==> config.mk <==
export PLATFORM = sky130hd
export DESIGN_NAME = eight_to_three_encoder_seq_flat
export DESIGN_NICKNAME = d
export VERILOG_FILES = /design/src/rtl/eight_to_three_encoder_seq_pkg.sv /design/src/rtl/eight_to_three_encoder_seq_if.sv /design/src/rtl/eight_to_three_encoder_seq_prio_find8.sv /design/src/rtl/eight_to_three_encoder_seq.sv /design/src/flat_wrapper.sv
export SDC_FILE = /design/constraint.sdc
export NUM_CORES = 1
export LEC_CHECK = 0
export BUFFER_PORTS_ARGS = -buffer_cell sky130_fd_sc_hd__buf_4
export CAP_MARGIN = 0
export CORE_MARGIN = 2
export CORE_UTILIZATION = 29
export CTS_CLUSTER_SIZE = 16
export DETAILED_ROUTE_END_ITERATION = 16
export GPL_ROUTABILITY_DRIVEN = 0
export PLACE_DENSITY = 0.46
export SLEW_MARGIN = 40
export SYNTH_ARGS = -nofsm -noshare
export SYNTH_HDL_FRONTEND = slang
export SYNTH_SLANG_ARGS = --single-unit
==> constraint.sdc <==
create_clock -name clk -period 1.6 [get_ports clk]
set_input_delay 0.16 -clock clk [delete_from_list [all_inputs] [get_ports clk]]
set_output_delay 0.16 -clock clk [all_outputs]
set_load 0.02 [all_outputs]
==> src/rtl/eight_to_three_encoder_seq_pkg.sv <==
// Shared types and constants for the sequential 8-to-3 encoder.
// Build option: ROUND_ROBIN_EN selects round-robin search order instead of fixed priority.
package eight_to_three_encoder_seq_pkg;

    localparam int N_IN   = 8;
    localparam int CODE_W = $clog2(N_IN);

    typedef enum logic [1:0] {
        ST_IDLE   = 2'd0,
        ST_ENCODE = 2'd1,
        ST_HOLD   = 2'd2
    } state_t;

    // Drop one emitted index from the batch.
    function automatic logic [N_IN-1:0] clear_bit(input logic [N_IN-1:0] vec,
                                                  input logic [CODE_W-1:0] idx);
        logic [N_IN-1:0] mask;
        mask = N_IN'(1) << idx;
        return vec & ~mask;
    endfunction

endpackage

==> src/rtl/eight_to_three_encoder_seq_if.sv <==
// Request/code handshake bundle between a request source, the encoder and a code consumer.
// Build option: ROUND_ROBIN_EN (no effect on this interface).
interface eight_to_three_encoder_seq_if;
    import eight_to_three_encoder_seq_pkg::*;

    logic [N_IN-1:0]   req_in;
    logic              req_valid;
    logic              req_ready;
    logic [CODE_W-1:0] code;
    logic              code_valid;
    logic              code_ready;
    logic [N_IN-1:0]   pending;
    logic              busy;

    modport master (
        output req_in, req_valid, code_ready,
        input  req_ready, code, code_valid, pending, busy
    );

    modport slave (
        input  req_in, req_valid, code_ready,
        output req_ready, code, code_valid, pending, busy
    );

endinterface

==> src/rtl/eight_to_three_encoder_seq_prio_find8.sv <==
// Combinational set-bit finder over an 8-bit vector.
// Build option: ROUND_ROBIN_EN searches upward from start with wrap; otherwise highest index wins.
module prio_find8
    import eight_to_three_encoder_seq_pkg::*;
(
    input  logic [7:0] vec,
    input  logic [2:0] start,
    output logic [2:0] idx,
    output logic       found
);

`ifdef ROUND_ROBIN_EN
    logic [2:0] pos;

    // Walk offsets from farthest to nearest so the nearest set bit at or after start wins.
    always_comb begin
        idx   = 3'd0;
        found = 1'b0;
        pos   = 3'd0;
        for (int k = 7; k >= 0; k--) begin
            pos = start + 3'(k);
            if (vec[pos]) begin
                idx   = pos;
                found = 1'b1;
            end
        end
    end
`else
    logic unused_start;
    assign unused_start = ^start;

    // Ascending scan with last-hit-wins gives highest-index priority.
    always_comb begin
        idx   = 3'd0;
        found = 1'b0;
        for (int i = 0; i < 8; i++) begin
            if (vec[i]) begin
                idx   = 3'(i);
                found = 1'b1;
            end
        end
    end
`endif

endmodule

==> src/rtl/eight_to_three_encoder_seq.sv <==
// Sequential 8-to-3 encoder: accepts a request vector and emits the index of each set bit, one per handshake.
// Build option: ROUND_ROBIN_EN enables round-robin order with a persistent last_idx register.
module eight_to_three_encoder_seq
    import eight_to_three_encoder_seq_pkg::*;
(
    input  logic clk,
    input  logic rst,
    eight_to_three_encoder_seq_if.slave bus
);

    state_t            state_q, state_d;
    logic [N_IN-1:0]   pending_q, pending_d;
    logic [CODE_W-1:0] code_q, code_d;
    logic              code_valid_q, code_valid_d;
    logic [2:0]        search_start;
    logic [2:0]        found_idx;
    logic              found;

`ifdef ROUND_ROBIN_EN
    logic [2:0] last_idx_q, last_idx_d;
    assign search_start = last_idx_q + 3'd1;
`else
    assign search_start = 3'd7;
`endif

    prio_find8 u_find (
        .vec   (pending_q),
        .start (search_start),
        .idx   (found_idx),
        .found (found)
    );

    always_comb begin
        state_d      = state_q;
        pending_d    = pending_q;
        code_d       = code_q;
        code_valid_d = code_valid_q;
`ifdef ROUND_ROBIN_EN
        last_idx_d   = last_idx_q;
`endif
        case (state_q)
            ST_IDLE: begin
                if (bus.req_valid && (bus.req_in != '0)) begin
                    pending_d = bus.req_in;
                    state_d   = ST_ENCODE;
                end
            end
            ST_ENCODE: begin
                if (found) begin
                    code_d       = found_idx;
                    code_valid_d = 1'b1;
                    state_d      = ST_HOLD;
                end else begin
                    state_d      = ST_IDLE;
                end
            end
            ST_HOLD: begin
                if (code_valid_q && bus.code_ready) begin
                    pending_d    = clear_bit(pending_q, code_q);
                    code_valid_d = 1'b0;
`ifdef ROUND_ROBIN_EN
                    last_idx_d   = code_q;
`endif
                    state_d      = (pending_d != '0) ? ST_ENCODE : ST_IDLE;
                end
            end
            default: begin
                state_d      = ST_IDLE;
                pending_d    = '0;
                code_valid_d = 1'b0;
            end
        endcase
    end

    // Reset drops any batch in flight; last_idx restarts so the first search begins at index 0.
    always_ff @(posedge clk) begin
        if (rst) begin
            state_q      <= ST_IDLE;
            pending_q    <= '0;
            code_q       <= '0;
            code_valid_q <= 1'b0;
`ifdef ROUND_ROBIN_EN
            last_idx_q   <= 3'd7;
`endif
        end else begin
            state_q      <= state_d;
            pending_q    <= pending_d;
            code_q       <= code_d;
            code_valid_q <= code_valid_d;
`ifdef ROUND_ROBIN_EN
            last_idx_q   <= last_idx_d;
`endif
        end
    end

    assign bus.req_ready  = (state_q == ST_IDLE);
    assign bus.busy       = (state_q != ST_IDLE);
    assign bus.code       = code_q;
    assign bus.code_valid = code_valid_q;
    assign bus.pending    = pending_q;

endmodule

==> src/flat_wrapper.sv <==
// flat-port wrapper written by rule: the top's interface ports become plain ports
module eight_to_three_encoder_seq_flat import eight_to_three_encoder_seq_pkg::*;
  (clk, rst, bus_req_in, bus_req_valid, bus_code_ready, bus_req_ready, bus_code, bus_code_valid, bus_pending, bus_busy);
  eight_to_three_encoder_seq_if bus_i ();
  input  logic clk;
  input  logic rst;
  input wire logic [$bits(bus_i.req_in)-1:0] bus_req_in;
  input wire logic [$bits(bus_i.req_valid)-1:0] bus_req_valid;
  input wire logic [$bits(bus_i.code_ready)-1:0] bus_code_ready;
  output wire logic [$bits(bus_i.req_ready)-1:0] bus_req_ready;
  output wire logic [$bits(bus_i.code)-1:0] bus_code;
  output wire logic [$bits(bus_i.code_valid)-1:0] bus_code_valid;
  output wire logic [$bits(bus_i.pending)-1:0] bus_pending;
  output wire logic [$bits(bus_i.busy)-1:0] bus_busy;
  assign bus_i.req_in = bus_req_in;
  assign bus_i.req_valid = bus_req_valid;
  assign bus_i.code_ready = bus_code_ready;
  assign bus_req_ready = bus_i.req_ready;
  assign bus_code = bus_i.code;
  assign bus_code_valid = bus_i.code_valid;
  assign bus_pending = bus_i.pending;
  assign bus_busy = bus_i.busy;
  eight_to_three_encoder_seq u_core (.clk(clk), .rst(rst), .bus(bus_i));
endmodule
# == Word level (Yosys, flattened, before mapping) ==
# Index checks and enable logic that the tools add are counted.
# classes
eq_ne,5
shift,1
mux,26
bitwise_logic,4
n_reduce_logical,10
# ops
operator,n
8-bit one-hot mux with 3 select lines,1
3-bit 2-to-1 mux,6
8-bit 2-to-1 mux,2
8-bit nonzero test,2
1-bit 2-to-1 mux,12
8-bit bitwise AND,1
8-bit inverter,1
"1-bit by 3-bit left shift with 8-bit output, first input constant",1
2-bit 2-to-1 mux,3
"2-bit by 1-bit inequality test with 1-bit output, second input constant",3
2-bit one-hot mux with 3 select lines,1
3-bit AND reduction,2
2-bit AND reduction,2
1-bit one-hot mux with 3 select lines,1
"2-bit by 1-bit equality test with 1-bit output, second input constant",1
"2-bit equality test, second input constant",1
1-bit logical AND,2
2-bit zero test,1
1-bit inverter,2
2-bit nonzero test,1
# totals
register_bits,14
inputBits,12
out_inout_bits,14
elab_cells,50

# == Longest topological paths before layout ==
# depth
word_depth,10
mapped_depth,6
mapped_depth_nobuf,4

# == Cells and area by module ==
# From an unflattened synthesis, not the netlist that was laid out.
# hier_totals
hier_cells,113
hier_area_um2,900.9
# modules_own_cells
module,instances,cells_per_inst,area_per_inst_um2,seq_area_each_um2
eight_to_three_encoder_seq,1,101,843.3,280.3
prio_find8,1,12,57.6,0.0

# == Worst setup path after synthesis ==
# Ideal clock, no wire load.
# synth_path
path_kind,reg-to-reg
start,register u_core.pending_q[0] (netlist: u_core.bus.pending[0])
end,register u_core.code_q[0] (netlist: u_core.bus.code[0])
setup_time_ns,0.086
arrival_ns,1.456
required_time_ns,1.514
path_slack_ns,0.058
path_stages_with_launch,5
path_buffers,0
synth_period_minus_slack_ns,1.542
path_cell_list,dfxtp_1 -> or4_4 -> o21ai_4 -> nor2_1 -> a221oi_2
# synth_between
elab_chain_cells,9
# synth_lines
item,line,rtl
start: declaration,eight_to_three_encoder_seq.sv:12,"logic [N_IN-1:0] pending_q, pending_d;"
start signal: assignment,eight_to_three_encoder_seq.sv:87,pending_q <= pending_d;
1-bit 2-to-1 mux (8 in series),eight_to_three_encoder_seq_prio_find8.sv:37,if (vec[i]) begin
2-bit AND reduction (no source line),--,
end signal: assignment,eight_to_three_encoder_seq.sv:88,code_q <= code_d;
end: declaration,eight_to_three_encoder_seq.sv:13,"logic [CODE_W-1:0] code_q, code_d;"
# No other way between the ends.
# A chain may end at the register's enable or synchronous reset.

# == Worst setup path after layout ==
# layout_path
start,register u_core.state_q[0]
end,output bus_busy
# layout_between
elab_chain_cells,1
# layout_lines
item,line,rtl
start: declaration,eight_to_three_encoder_seq.sv:11,"state_t state_q, state_d;"
start signal: assignment,eight_to_three_encoder_seq.sv:86,state_q <= state_d;
2-bit nonzero test,eight_to_three_encoder_seq.sv:97,assign bus.busy = (state_q != ST_IDLE);
end: declaration,flat_wrapper.sv:14,output wire logic [$bits(bus_i.busy)-1:0] bus_busy;
# No other way between the ends.

==> summary.md <==
| Metric | Value |
|---|---|
| Status | `complete, no violations` |
| Die Wd | `~61 um` |
| Syn Inst Count | `111` |
| MaxCap Viol Count | `0` |
| Starting DRT DRC Count | `43` |
| Initial antenna violation count | `0` |
| Core area | `3080 um^2` |
| Most common cell in the synthesized netlist | `dfxtp_1` |
| Drt first pass iters | `4` |
| Antenna Nets Post-Route | `0` |
| Area delta synth->final | `36.0%` |
| Chip height | `roughly 60 um` |
| Final min period | `1.46 ns` |
| DP HPWL | `between 2000 and 2500 um` |
| Clk sink count | `14` |
| PortBufs | `25` |
| H-tree Lvls | `1` |
| FF/Latch Area | `about 290 um^2` |
| Placement Setup Slack | `between 0.08 and 0.09 ns` |
| Initial core utilization | `30.7%` |
| Routed via count | `1036` |
| Biggest area consumer among synthesized cells | `dfxtp_1` |
| Syn_area_per_cell | `between 8 and 9 um^2` |
| WL per Instance | `about 16 um` |
| Root Buffer | `clkbuf_4` |
| IO Pins | `26` |
| Share of post-route cells with drive strength above 1 | `42.2%` |
| Rows | `20` |
| Static Leak | `between 0.5 and 0.6 nW` |
| Crit path max fanout | `9` |
| Pwr Density | `1000 nW/um^2` |
| Post-placement cell count | `187` |
| RSZ-0062 raised after global routing | `false` |
| Final Hold Vio Count | `0` |
| Arr. time, crit path | `between 1 and 1.5 ns` |
| Maximum VDD drop | `approximately 0.37 mV` |
| Sequential-to-total area share from yosys stat | `between 20% and 30%` |
| CTS buffer count | `3` |
| DIE AREA | `about 3700 um^2` |
| Total Routed Length | `3070 um` |
| TNS Setup | `0 ns` |
| Post-synth EDFFs | `0` |
| CP Data Required Time | `about 1.4 ns` |
| Syn nets | `123` |
| Fmax | `683 MHz` |
| Fin util | `41.7%` |
| Largest net degree at the start of global routing | `15` |
| Post-Syn Area | `between 900 and 1000 um^2` |
| Multi-input logic area | `between 500 and 600 um^2` |
| Fin crit share | `91.5%` |
| GRT Total Usage | `17.9%` |
| Latest clock arrival within the worst-skew pair | `roughly 0.29 ns` |
| Worst-margin pin slew | `between 0.4 and 0.5 ns` |
| Min-delay worst type | `input pin to flop` |
| Vias in the first global route | `roughly 920` |
| Ys flop type | `dfxtp_1` |
| # DRC | `0` |
| Final setup fails | `0` |
| Post-synth top cells | `14 x dfxtp_1, 12 x nor3_1, 11 x a21oi_1` |
| Area share of the largest cell type after synthesis | `29.7%` |
| CTS tree | `yes` |
| Relative slew slack | `71.7%` |
| WS Path Type | `flop to output port` |
| CP startpoint kind | `flop` |
| Fillers | `between 300 and 400` |
| Synth warn | `0` |
| First-pass GRT wire length | `~4800 um` |
| Post-synthesis register bit count | `14` |
| CTS max path bufs | `2` |
| Slew Limit Fails | `0` |
| Asr flop ratio synth | `0%` |
| Final nets | `160` |
| Antenna Cells | `0` |
| Worst setup EP type | `output port` |
| Finished Layout Cells | `approximately 190` |
| Worst setup margin | `approximately 0.14 ns` |
| Synth cell types | `39` |
| Largest cells by area after synthesis | `dfxtp_1 30%, nor3_1 6.4%, a21oi_1 5.8%, clkbuf_8 4.4%, a32o_1 4.2%` |
| Clock-pin slew on the worst setup and hold paths | `around 0.10 ns` |
| Worst Skew | `0.00340 ns` |
| Drt via density | `5.42` |
| PnR Total Power | `between 1 and 1.5 mW` |
| GRT overflow | `0` |
-- layout make-up --
type | instances | share of cell area [%]
sequential | 14 | 22.2
tap | 44 | 4.28
timing repair buffer | 41 | 24.0
multi-input combinational | 82 | 45.0
clock buffer | 4 | 2.82
inverter | 6 | 1.75
-- layer usage --
| layer | GRT usage [%] | vias to the layer above | part of all wire [%] |
|---|---|---|---|
| met5 | 0 | - | 0 |
| met4 | 3.73 | 0 | 1.0 |
| met3 | 4.41 | 4 | 7.2 |
| met2 | 28.7 | 42 | 48 |
| met1 | 24.4 | 489 | 44 |
| li1 | - | 501 | - |
-- critical path: stages, from the launching register on --
cell and delay, ns:
dfxtp_2 0.39, nor2_2 0.37, inv_1 0.08, buf_4 0.17
-- layout by cell type (no fill, tap or decap), drive strengths merged, types with 2 or more instances in the layout --
master	Yosys	layout
buf	3	41
inv	6	6
nand3b	3	3
nor2	7	7
dfxtp	14	14
a2111oi	2	2
a21oi	11	11
a221oi	4	4
a21o	2	2
nand2b	2	2
clkbuf	6	4
o21ai	3	3
nor4	2	2
or4	2	2
nand2	5	5
a211oi	3	3
nor3	12	12
a32o	4	4
a31oi	3	3
o311a	3	3
mux2i	2	2
nand3	2	2
-- state kept, by name (all words and copies together), names as in the netlist --
| signal | count |
|---|---|
| u_core.bus.code | 3 |
| u_core.bus.code_valid | 1 |
| u_core.bus.pending | 8 |
| u_core.state_q | 2 |
-- path summary, 6_finish.rpt --
check | slack (ns) | end | start | cells after the start
worst max register to register | 0.14 | u_core.bus.pending[4]$_SDFFE_PP0P_ | u_core.state_q[1]$_SDFFE_PP0P_ | 4
worst max-delay path | 0.14 | bus_busy | u_core.state_q[0]$_SDFFE_PP0P_ | 3
worst min register to register | 0.52 | u_core.bus.code_valid$_SDFFE_PP0P_ | u_core.bus.code_valid$_SDFFE_PP0P_ | 2
worst min-delay path | 0.14 | u_core.bus.code[0]$_SDFFE_PP0P_ | rst | 2
-- power breakdown --
part / leakage [nW] / internal [mW] / switching [mW] / total, mW
clock: 0.0210 / 0.139 / 0.142 / 0.280
combinational: 0.392 / 0.256 / 0.298 / 0.554
sequential: 0.117 / 0.396 / 0.0561 / 0.452
-- logic make-up after synthesis --
logic type / after synthesis / share of synthesized area, %
DFF: 14 / 29.7
buffers and inverters: 15 / 10.2
AOI/OAI and AO/OA: 40 / 33.4
muxes: 2 / 2.12
and+or+nand+nor: 40 / 24.6
-- through the flow --
stage                     hold slack [ns]  area (um^2)
after floorplan                     0.226          945
after global placement              0.469         1230
after detailed placement            0.465         1230
after CTS                           0.148         1270
after global routing                0.148         1280
final                               0.141         1280
-- timing repair --
| item | 4_1_cts | 5_1_grt |
|---|---|---|
| endpoints found under the setup margin | 2 | 3 |
| setup buffers | 0 | 0 |
| gates cloned | 0 | 0 |
| hold buffers | 0 | 0 |
| resized for setup | 1 | 6 |
No activity file was read; power rests on OpenSTA's default activity.
